$ cat src/rtl/present_key_schedule.sv
// Iterative PRESENT key schedule (80/128-bit): holds the key register and
// presents one 64-bit round key per round, advancing on next.

module present_sbox (
    input  logic [3:0] nib,
    output logic [3:0] sub
);
    // PRESENT 4-bit substitution table
    always_comb begin
        sub = 4'h0;
        case (nib)
            4'h0: sub = 4'hC;
            4'h1: sub = 4'h5;
            4'h2: sub = 4'h6;
            4'h3: sub = 4'hB;
            4'h4: sub = 4'h9;
            4'h5: sub = 4'h0;
            4'h6: sub = 4'hA;
            4'h7: sub = 4'hD;
            4'h8: sub = 4'h3;
            4'h9: sub = 4'hE;
            4'hA: sub = 4'hF;
            4'hB: sub = 4'h8;
            4'hC: sub = 4'h4;
            4'hD: sub = 4'h7;
            4'hE: sub = 4'h1;
            default: sub = 4'h2;
        endcase
    end
endmodule

module present_key_schedule #(
    parameter int unsigned KEY_WIDTH = 80,
    parameter int unsigned NROUNDS   = 31
) (
    input  logic                 clk,
    input  logic                 rst_n,
    input  logic                 load,
    input  logic [KEY_WIDTH-1:0] key,
    input  logic                 next,
    output logic [63:0]          rkey,
    output logic                 rkey_valid,
    output logic [5:0]           round,
    output logic                 last
);
    // Round counter lands on [19:15] for 80-bit keys, [66:62] for 128-bit keys
    localparam int unsigned CTR_LSB    = (KEY_WIDTH == 128) ? 62 : 15;
    localparam logic [5:0]  LAST_ROUND = 6'(NROUNDS + 1);

    if (KEY_WIDTH != 80 && KEY_WIDTH != 128) begin : g_bad_width
        $error("present_key_schedule: KEY_WIDTH must be 80 or 128");
    end

    typedef enum logic {IDLE, ACTIVE} state_t;

    state_t               state, state_n;
    logic [KEY_WIDTH-1:0] key_reg, key_n;
    logic [KEY_WIDTH-1:0] rot, upd;
    logic [5:0]           round_n;
    logic                 valid_n, last_n;
    logic [3:0]           sb0_out, sb1_in, sb1_out;

    // Rotate left by 61
    assign rot    = {key_reg[KEY_WIDTH-62:0], key_reg[KEY_WIDTH-1:KEY_WIDTH-61]};
    // Second S-box only carries data for 128-bit keys
    assign sb1_in = (KEY_WIDTH == 128) ? rot[KEY_WIDTH-5 -: 4] : 4'h0;

    present_sbox u_sbox0 (.nib(rot[KEY_WIDTH-1 -: 4]), .sub(sb0_out));
    present_sbox u_sbox1 (.nib(sb1_in),                .sub(sb1_out));

    // One key-update step: substitute top nibble(s), then fold in round counter
    always_comb begin
        upd = rot;
        upd[KEY_WIDTH-1 -: 4] = sb0_out;
        if (KEY_WIDTH == 128) begin
            upd[KEY_WIDTH-5 -: 4] = sb1_out;
        end
        upd[CTR_LSB +: 5] = upd[CTR_LSB +: 5] ^ round[4:0];
    end

    // Next-state and next-output logic; load wins over next
    always_comb begin
        state_n = state;
        key_n   = key_reg;
        round_n = round;
        valid_n = rkey_valid;
        last_n  = last;
        if (load) begin
            state_n = ACTIVE;
            key_n   = key;
            round_n = 6'd1;
            valid_n = 1'b1;
            last_n  = (LAST_ROUND == 6'd1);
        end else if (state == ACTIVE && next) begin
            if (last) begin
                state_n = IDLE;
                round_n = 6'd0;
                valid_n = 1'b0;
                last_n  = 1'b0;
            end else begin
                key_n   = upd;
                round_n = round + 6'd1;
                last_n  = ((round + 6'd1) == LAST_ROUND);
            end
        end
    end

    // State, key and output registers
    always_ff @(posedge clk or negedge rst_n) begin
        if (!rst_n) begin
            state      <= IDLE;
            key_reg    <= '0;
            round      <= 6'd0;
            rkey_valid <= 1'b0;
            last       <= 1'b0;
        end else begin
            state      <= state_n;
            key_reg    <= key_n;
            round      <= round_n;
            rkey_valid <= valid_n;
            last       <= last_n;
        end
    end

    assign rkey = key_reg[KEY_WIDTH-1 -: 64];

endmodule

$ cat config.mk
export PLATFORM = sky130hd
export DESIGN_NAME = present_key_schedule
export DESIGN_NICKNAME = d
export VERILOG_FILES = /design/src/rtl/present_key_schedule.sv
export SDC_FILE = /design/constraint.sdc
export NUM_CORES = 1
export LEC_CHECK = 0
export ABC_CLOCK_PERIOD_IN_PS = 1700
export CAP_MARGIN = 20
export CORE_ASPECT_RATIO = 1.4
export CORE_MARGIN = 5
export CORE_UTILIZATION = 36
export CTS_BUF_LIST = sky130_fd_sc_hd__clkbuf_16
export CTS_CLUSTER_DIAMETER = 150
export DETAILED_ROUTE_END_ITERATION = 8
export GPL_TIMING_DRIVEN = 0
export PLACE_DENSITY = 0.65
export SLEW_MARGIN = 20
export SYNTH_ARGS = -nofsm -noshare
export SYNTH_HDL_FRONTEND = slang
export SYNTH_HIERARCHICAL = 1
export SYNTH_SLANG_ARGS = --single-unit
$ cat constraint.sdc
create_clock -name clk -period 1.7 [get_ports clk]
set_input_delay 0.255 -clock clk [delete_from_list [all_inputs] [get_ports clk]]
set_output_delay 0.255 -clock clk [all_outputs]
set_load 0.01 [all_outputs]
==> results_dict.tcl, run 1 <==
set metrics [dict create \
    grt_usage_pct 19.5 \
    gp_congestion 0.814 \
    wire_per_inst_um 18.0 \
    final_common_cell "clkdlybuf4s50_1" \
    cts_made_buffers 9 \
    hold_path_class "in2reg" \
    grt-ovfl-total 0 \
    num_vias 4011 \
    fin_ws_ns 0.0374 \
    power.share.switching_pct 27.1 \
    comb_power_share_pct 26.4 \
    seqCellArea_um2 2210 \
    startpoint "key_reg[16]" \
    fillCellCount 1240 \
    synth-edff-count 0 \
    intPower_w 0.00438 \
    syn_inst 484 \
    yosys.area_share.adder_pct 1.83 \
    ant_nets 0 \
    crit_fanout 4 \
    largest_reg_flops 80 \
    drive_gt1_share_pct 16.7 \
    clkPwrFrac_pct 31.8 \
    fin_crit_sh_pct 97.8 \
    grt_first_pass_wirelength_um 23800 \
    syn2layout_area_growth_pct 44.7 \
    die_area_um2 15800 \
    wl_um 15100 \
    seq_power_share_pct 41.8 \
    synth_top_family_by_area "multiplexers" \
    antenna_found_initial 0 \
    io_pins 156 \
    synth_mux_area_share_pct 16.8 \
    critPathMaxStageDelay_ns 0.53 \
    slew_headroom_pct 55.0 \
    fp.coreArea_um2 13200 \
    async_flop_share_pct 100 \
    holdCritStartpoint "load" \
    die_height_um 147 \
    arrival_ns 1.41 \
    synth_compound_area_share_pct 11.6 \
    grt_pass1_vias 4421 \
    critPathSlowestCell "clkdlybuf4s50_1" \
    timing.rr.start "key_reg[16]" \
    drt_iter0_drc 98 \
    endpoint_kind "output pin" \
    synth_xor_area_share_pct 1.46 \
    n_antenna_cell 0 \
    hold_viol_final 0 \
    leakage_nw 3.17 \
    synth_flop_cell "dfrtp_1" \
    vias_per_cell 4.76 \
    io_buffer_count 154 \
    yosys_warnings 6 \
    ir_drop_mv 0.481 \
    pre_cts_ws_ns -0.158 \
    cp.required_ns 1.44 \
    fmax_mhz 601 \
    yosys.area_share.simple_pct 8.54 \
    status "finished, final reports clean" \
    numClockSinks 88 \
    crit_chain "buf_4 -> clkdlybuf4s50_1" \
    tightestPinTransition_ns 0.675 \
    clkLatencyLatePin_ns 0.34 \
    crit_type "reg2out" \
    h-tree-depth 3 \
    cts-root-buf "clkbuf_16" \
    synth_fp_nets 575 \
    design_area_um2 6930 \
    initial_utilization_pct 36.3 \
    syn_avg_cell_area_um2 9.90 \
    switching_power_w 0.00163 \
    setup_viol 0 \
    nNetsFinal 746 \
    cts_tree "done" \
    drv_cap 0 \
    ys_types 32 \
    slew_viol_final 0 \
    rows 50 \
    firstDrtPassIters 4 \
    hpwl_um 11300 \
    ys_ff_latch 88 \
    critPathLaunchType "flop" \
    die_w_um 108 \
    p_total_w 0.00601 \
    drc 0 \
    period_needed_ns 1.66 \
    clock_path_buffers 2 \
    p_per_area_nw_per_um2 867 \
    place_area_um2 6590 \
    synth_area_um2 4790 \
    skew_ns 0.00863 \
    multi_input_comb_area_um2 1940 \
    path_clk_slew_ns 0.06 \
    yosysSeqAreaShare_pct 45.9 \
    mostFrequentLayoutCells "152 x clkdlybuf4s50_1, 85 x nand2_1, 80 x dfrtp_1, 77 x buf_4, 76 x mux2i_1" \
    grt_max_degree 47 \
]
metrics by stage:
step | util, % | hold WS [ns] | cells | setup TNS [ns]
after floorplan | - | -0.0406 | 484 | 0
after global placement | 49.7 | 0.545 | 820 | -256.02
after detailed placement | 49.9 | 0.304 | 821 | -3.12
after CTS | 52.4 | 0.298 | 840 | 0
after global routing | 52.5 | 0.339 | 842 | -0.00664
final | 52.5 | 0.305 | 842 | 0
worst max-delay path, delay by kind of cell (launching register included):
family	cells	cell delay [ns]
buffers and inverters	2	0.66
flip-flops	1	0.42
cells by family after synthesis:
logic type      after synthesis
compound gates              104
simple gates                103
buf+inv                      96
flops                        88
mux                          78
xor+xnor                      8
fa+ha+maj                     7
area by class of cell:
type	count	area share, %
Buffer	93	9.40
Clock buffer	9	3.25
Clock inverter	7	0.812
Inverter	3	0.162
Multi-Input combinational cell	300	28.0
Sequential cell	88	31.9
Tap cell	182	3.28
Timing Repair Buffer	160	23.2
power by group through the flow:
stage | Combinational (W) | Sequential, W | Clock (W)
floorplan | 0.000821 | 0.00248 | 0
global placement | 0.00153 | 0.00255 | 0
detailed placement | 0.00156 | 0.00255 | 0
CTS | 0.00159 | 0.00252 | 0.00195
global route | 0.00172 | 0.00254 | 0.00205
finish | 0.00158 | 0.00251 | 0.00191
Yosys cell counts (2+ instances only):
master	count	area [um^2]
a21o_1	2	15.0
a21oi_1	7	35.0
a22o_1	2	17.5
and3_1	2	12.5
buf_2	2	10.0
buf_4	72	541
buf_6	4	45.0
clkbuf_1	14	52.6
dfrtp_1	88	2200
ha_1	7	87.6
inv_1	3	11.3
mux2i_1	76	761
mux4_2	2	45.0
nand2_1	85	319
nand3_1	3	15.0
nor2_1	7	26.3
nor3_1	3	15.0
o21ai_0	66	330
o21ai_1	20	100
xnor2_1	7	61.3
per-layer routing:
| metal | GRT usage (%) | vias to the layer above | wire [um] |
|---|---|---|---|
| met5 | 0 | - | 0 |
| met4 | 5.43 | 0 | 153 |
| met3 | 4.51 | 14 | 1010 |
| met2 | 34.6 | 155 | 7900 |
| met1 | 23.4 | 1921 | 6050 |
| li1 | - | 1921 | - |
path summary, 6_finish.rpt:
path / to / slack, ns / cells past startpoint
hold / removal: round[3] / 0.31 / 4
setup / recovery: rkey[0] / 0.04 / 2
max in group asynchronous: key_reg[51] / 0.59 / 3
min in group asynchronous: key_reg[76] / 0.46 / 2
hold reg to reg: state / 0.56 / 1
setup reg to reg: key_reg[77] / 0.05 / 5
repair_timing:
| item | 4_1_cts | 5_1_grt |
|---|---|---|
| hold endpoints to repair | 42 | 0 |
| endpoints found under the setup margin | 5 | 8 |
| resized for setup | 6 | 5 |
| hold buffers | 1 | 0 |
| buffers inserted | 2 | 2 |
(Power assumes the default switching activity.)
==> inputs of run 2 (changes only) <==
--- a/config.mk
+++ b/config.mk
@@ -5,6 +5,7 @@
 export SDC_FILE = /design/constraint.sdc
 export NUM_CORES = 1
 export LEC_CHECK = 0
+export ABC_AREA = 0
 export ABC_CLOCK_PERIOD_IN_PS = 1700
 export CAP_MARGIN = 20
 export CORE_ASPECT_RATIO = 1.4
==> results of run 2 <==
Same layout as run 1: the final DEF is identical, and so are final timing and power.
==> inputs of run 3 (changes only) <==
--- a/config.mk
+++ b/config.mk
@@ -14,8 +14,8 @@
 export CTS_BUF_LIST = sky130_fd_sc_hd__clkbuf_16
 export CTS_CLUSTER_DIAMETER = 150
 export DETAILED_ROUTE_END_ITERATION = 8
+export DONT_BUFFER_PORTS = 1
 export GPL_TIMING_DRIVEN = 0
-export PLACE_DENSITY = 0.65
 export SLEW_MARGIN = 20
 export SYNTH_ARGS = -nofsm -noshare
 export SYNTH_HDL_FRONTEND = slang
==> run 3 against run 2 <==
Highest routed layer unchanged. Power decreased by 6.3%. Register-to-register slack improved by 0.02 ns. Final cell count decreased by 19%. Maximum frequency increased by 1.8%. The flow now finishes with violations (hold timing). Cell area decreased by 22%. Combinational power decreased by 37%. Worst hold slack got worse by 0.70 ns. Global-route usage decreased by 0.97 points. Die area unchanged. Routed wire length decreased by 4.8%. Clock power increased by 10%. Critical endpoint is now key_reg[78]. Clock skew increased by 0.00065 ns.
==> results_dict.tcl, run 3 (same netlist as run 1, synthesis figures left out) <==
set metrics [dict create \
    rsz0062_at_grt "false" \
    slew_viol_final 0 \
    grt_pass1_vias 3785 \
    grt_usage_pct 18.5 \
    slew_headroom_pct 57.3 \
    num_vias 3474 \
    initial_utilization_pct 36.3 \
    die_area_um2 15800 \
    endpoint_kind "flop" \
    cp-endpoint "key_reg[78]" \
    cts_tree "done" \
    setup_viol 0 \
    drive_gt1_share_pct 20.8 \
    firstDrtPassIters 5 \
    status "finished with violations" \
    gp_congestion 0.784 \
    fin_cells 686 \
    skew_ns 0.00928 \
    vias_per_cell 5.06 \
    crit_fanout 4 \
    io_buffer_count 0 \
    tightestPinTransition_ns 0.641 \
    fin_setup_tns_ns 0 \
    critPathSlowestCell "mux4_2" \
    hpwl_um 10700 \
    fin_crit_sh_pct 96.0 \
    critPathLaunchType "flop" \
    grt_max_degree 89 \
    cts_made_buffers 9 \
    rr_worst_depth 5 \
    rows 50 \
    cts-root-buf "clkbuf_16" \
    whs_ns -0.394 \
    die_height_um 147 \
    startpoint "key_reg[15]" \
    p_per_area_nw_per_um2 1050 \
    fp.coreArea_um2 13200 \
    largest_reg_flops 80 \
    h-tree-depth 3 \
    hold_viol_final 88 \
    regToRegSetupSlack_ns 0.07 \
    final_common_cell "nand2_1" \
    grt-ovfl-total 0 \
    crit_type "reg2reg" \
    period_needed_ns 1.63 \
    clkLatencyLatePin_ns 0.34 \
    drc 0 \
    leakage_nw 2.55 \
    wl_um 14400 \
    syn2layout_area_growth_pct 12.2 \
    ir_drop_mv 0.415 \
    wire_per_inst_um 21.0 \
    n_antenna_cell 0 \
    ant_nets 0 \
    io_pins 156 \
    arrival_ns 1.83 \
    critPathMaxStageDelay_ns 0.47 \
    hold_path_class "in2async" \
    die_w_um 108 \
    drt_iter0_drc 122 \
    antenna_found_initial 0 \
    violations "hold timing" \
    placed_cells 666 \
    fin_ws_ns 0.0676 \
    path_clk_slew_ns 0.06 \
    timing.rr.start "key_reg[15]" \
    crit_chain "inv_1 -> ha_1 -> mux4_2 -> mux2i_1 -> o21ai_0" \
    r2r-end "key_reg[78]" \
    grt_first_pass_wirelength_um 22100 \
    clock_path_buffers 2 \
    post-route-util_pct 40.7 \
    numClockSinks 88 \
    cp.required_ns 1.90 \
    fmax_mhz 613 \
    pre_cts_ws_ns -0.114 \
    nNetsFinal 590 \
    drv_cap 0 \
    mostFrequentLayoutCells "85 x nand2_1, 83 x dfrtp_1, 76 x mux2i_1, 75 x buf_4, 66 x o21ai_0" \
]
[run 3: metal layers]
metal  vias to the layer above  global-route usage (%)  routed length [um]
met5                         -                       0                   0
met1                      1720                    21.4                5540
met4                         0                    6.38                 204
met2                       124                    32.4                7590
li1                       1614                       -                   -
met3                        16                    5.26                1060
[run 3: layout make-up]
type,instances,area (um^2)
timing repair buffer,4,33.8
clock inverter,7,87.6
tap,182,228
fill,1327,7820
buffer,93,652
sequential,88,2210
inverter,3,11.3
clock buffer,9,225
multi-input combinational,300,1930
[run 3: report_power, final]
group | switching [W] | internal, W | leakage, nW
Sequential | 0.000208 | 0.00231 | 1.07
Combinational | 0.000500 | 0.000503 | 1.33
Clock | 0.000836 | 0.00128 | 0.152
Total | 0.00154 | 0.00409 | 2.55
[run 3: critical path, delay by kind of cell, from the launching register on]
family / cells / cell delay, ns
AOI/OAI and AO/OA: 1 / 0.09
adders and majority gates: 1 / 0.34
buffers and inverters: 1 / 0.07
DFF: 1 / 0.39
muxes: 2 / 0.60
[run 3: worst min-delay path by stage]
stage | end | slack [ns] | start | cells past startpoint
5_1_grt | key_reg[79] | -0.41 | rst_n | 0
3_3_place_gp | key_reg[77] | -0.04 | rst_n | 0
2_1_floorplan | key_reg[0] | -0.04 | rst_n | 0
6_report | key_reg[77] | -0.39 | rst_n | 0
3_5_place_dp | key_reg[79] | -0.04 | rst_n | 0
4_1_cts | key_reg[79] | -0.41 | rst_n | 0
[run 3: through the flow]
step | power (W) | area (um^2)
global placement | 0.00353 | 5020
detailed placement | 0.00355 | 5020
finish | 0.00563 | 5380
global route | 0.00591 | 5380
CTS | 0.00569 | 5350
floorplan | 0.00330 | 4790
[run 3: what timing repair did]
action | in CTS | in global routing
setup endpoints to repair | 2 | 6
gates resized for setup | 4 | 4
endpoints found under the hold margin | 88 | 88
setup buffers | 1 | 3
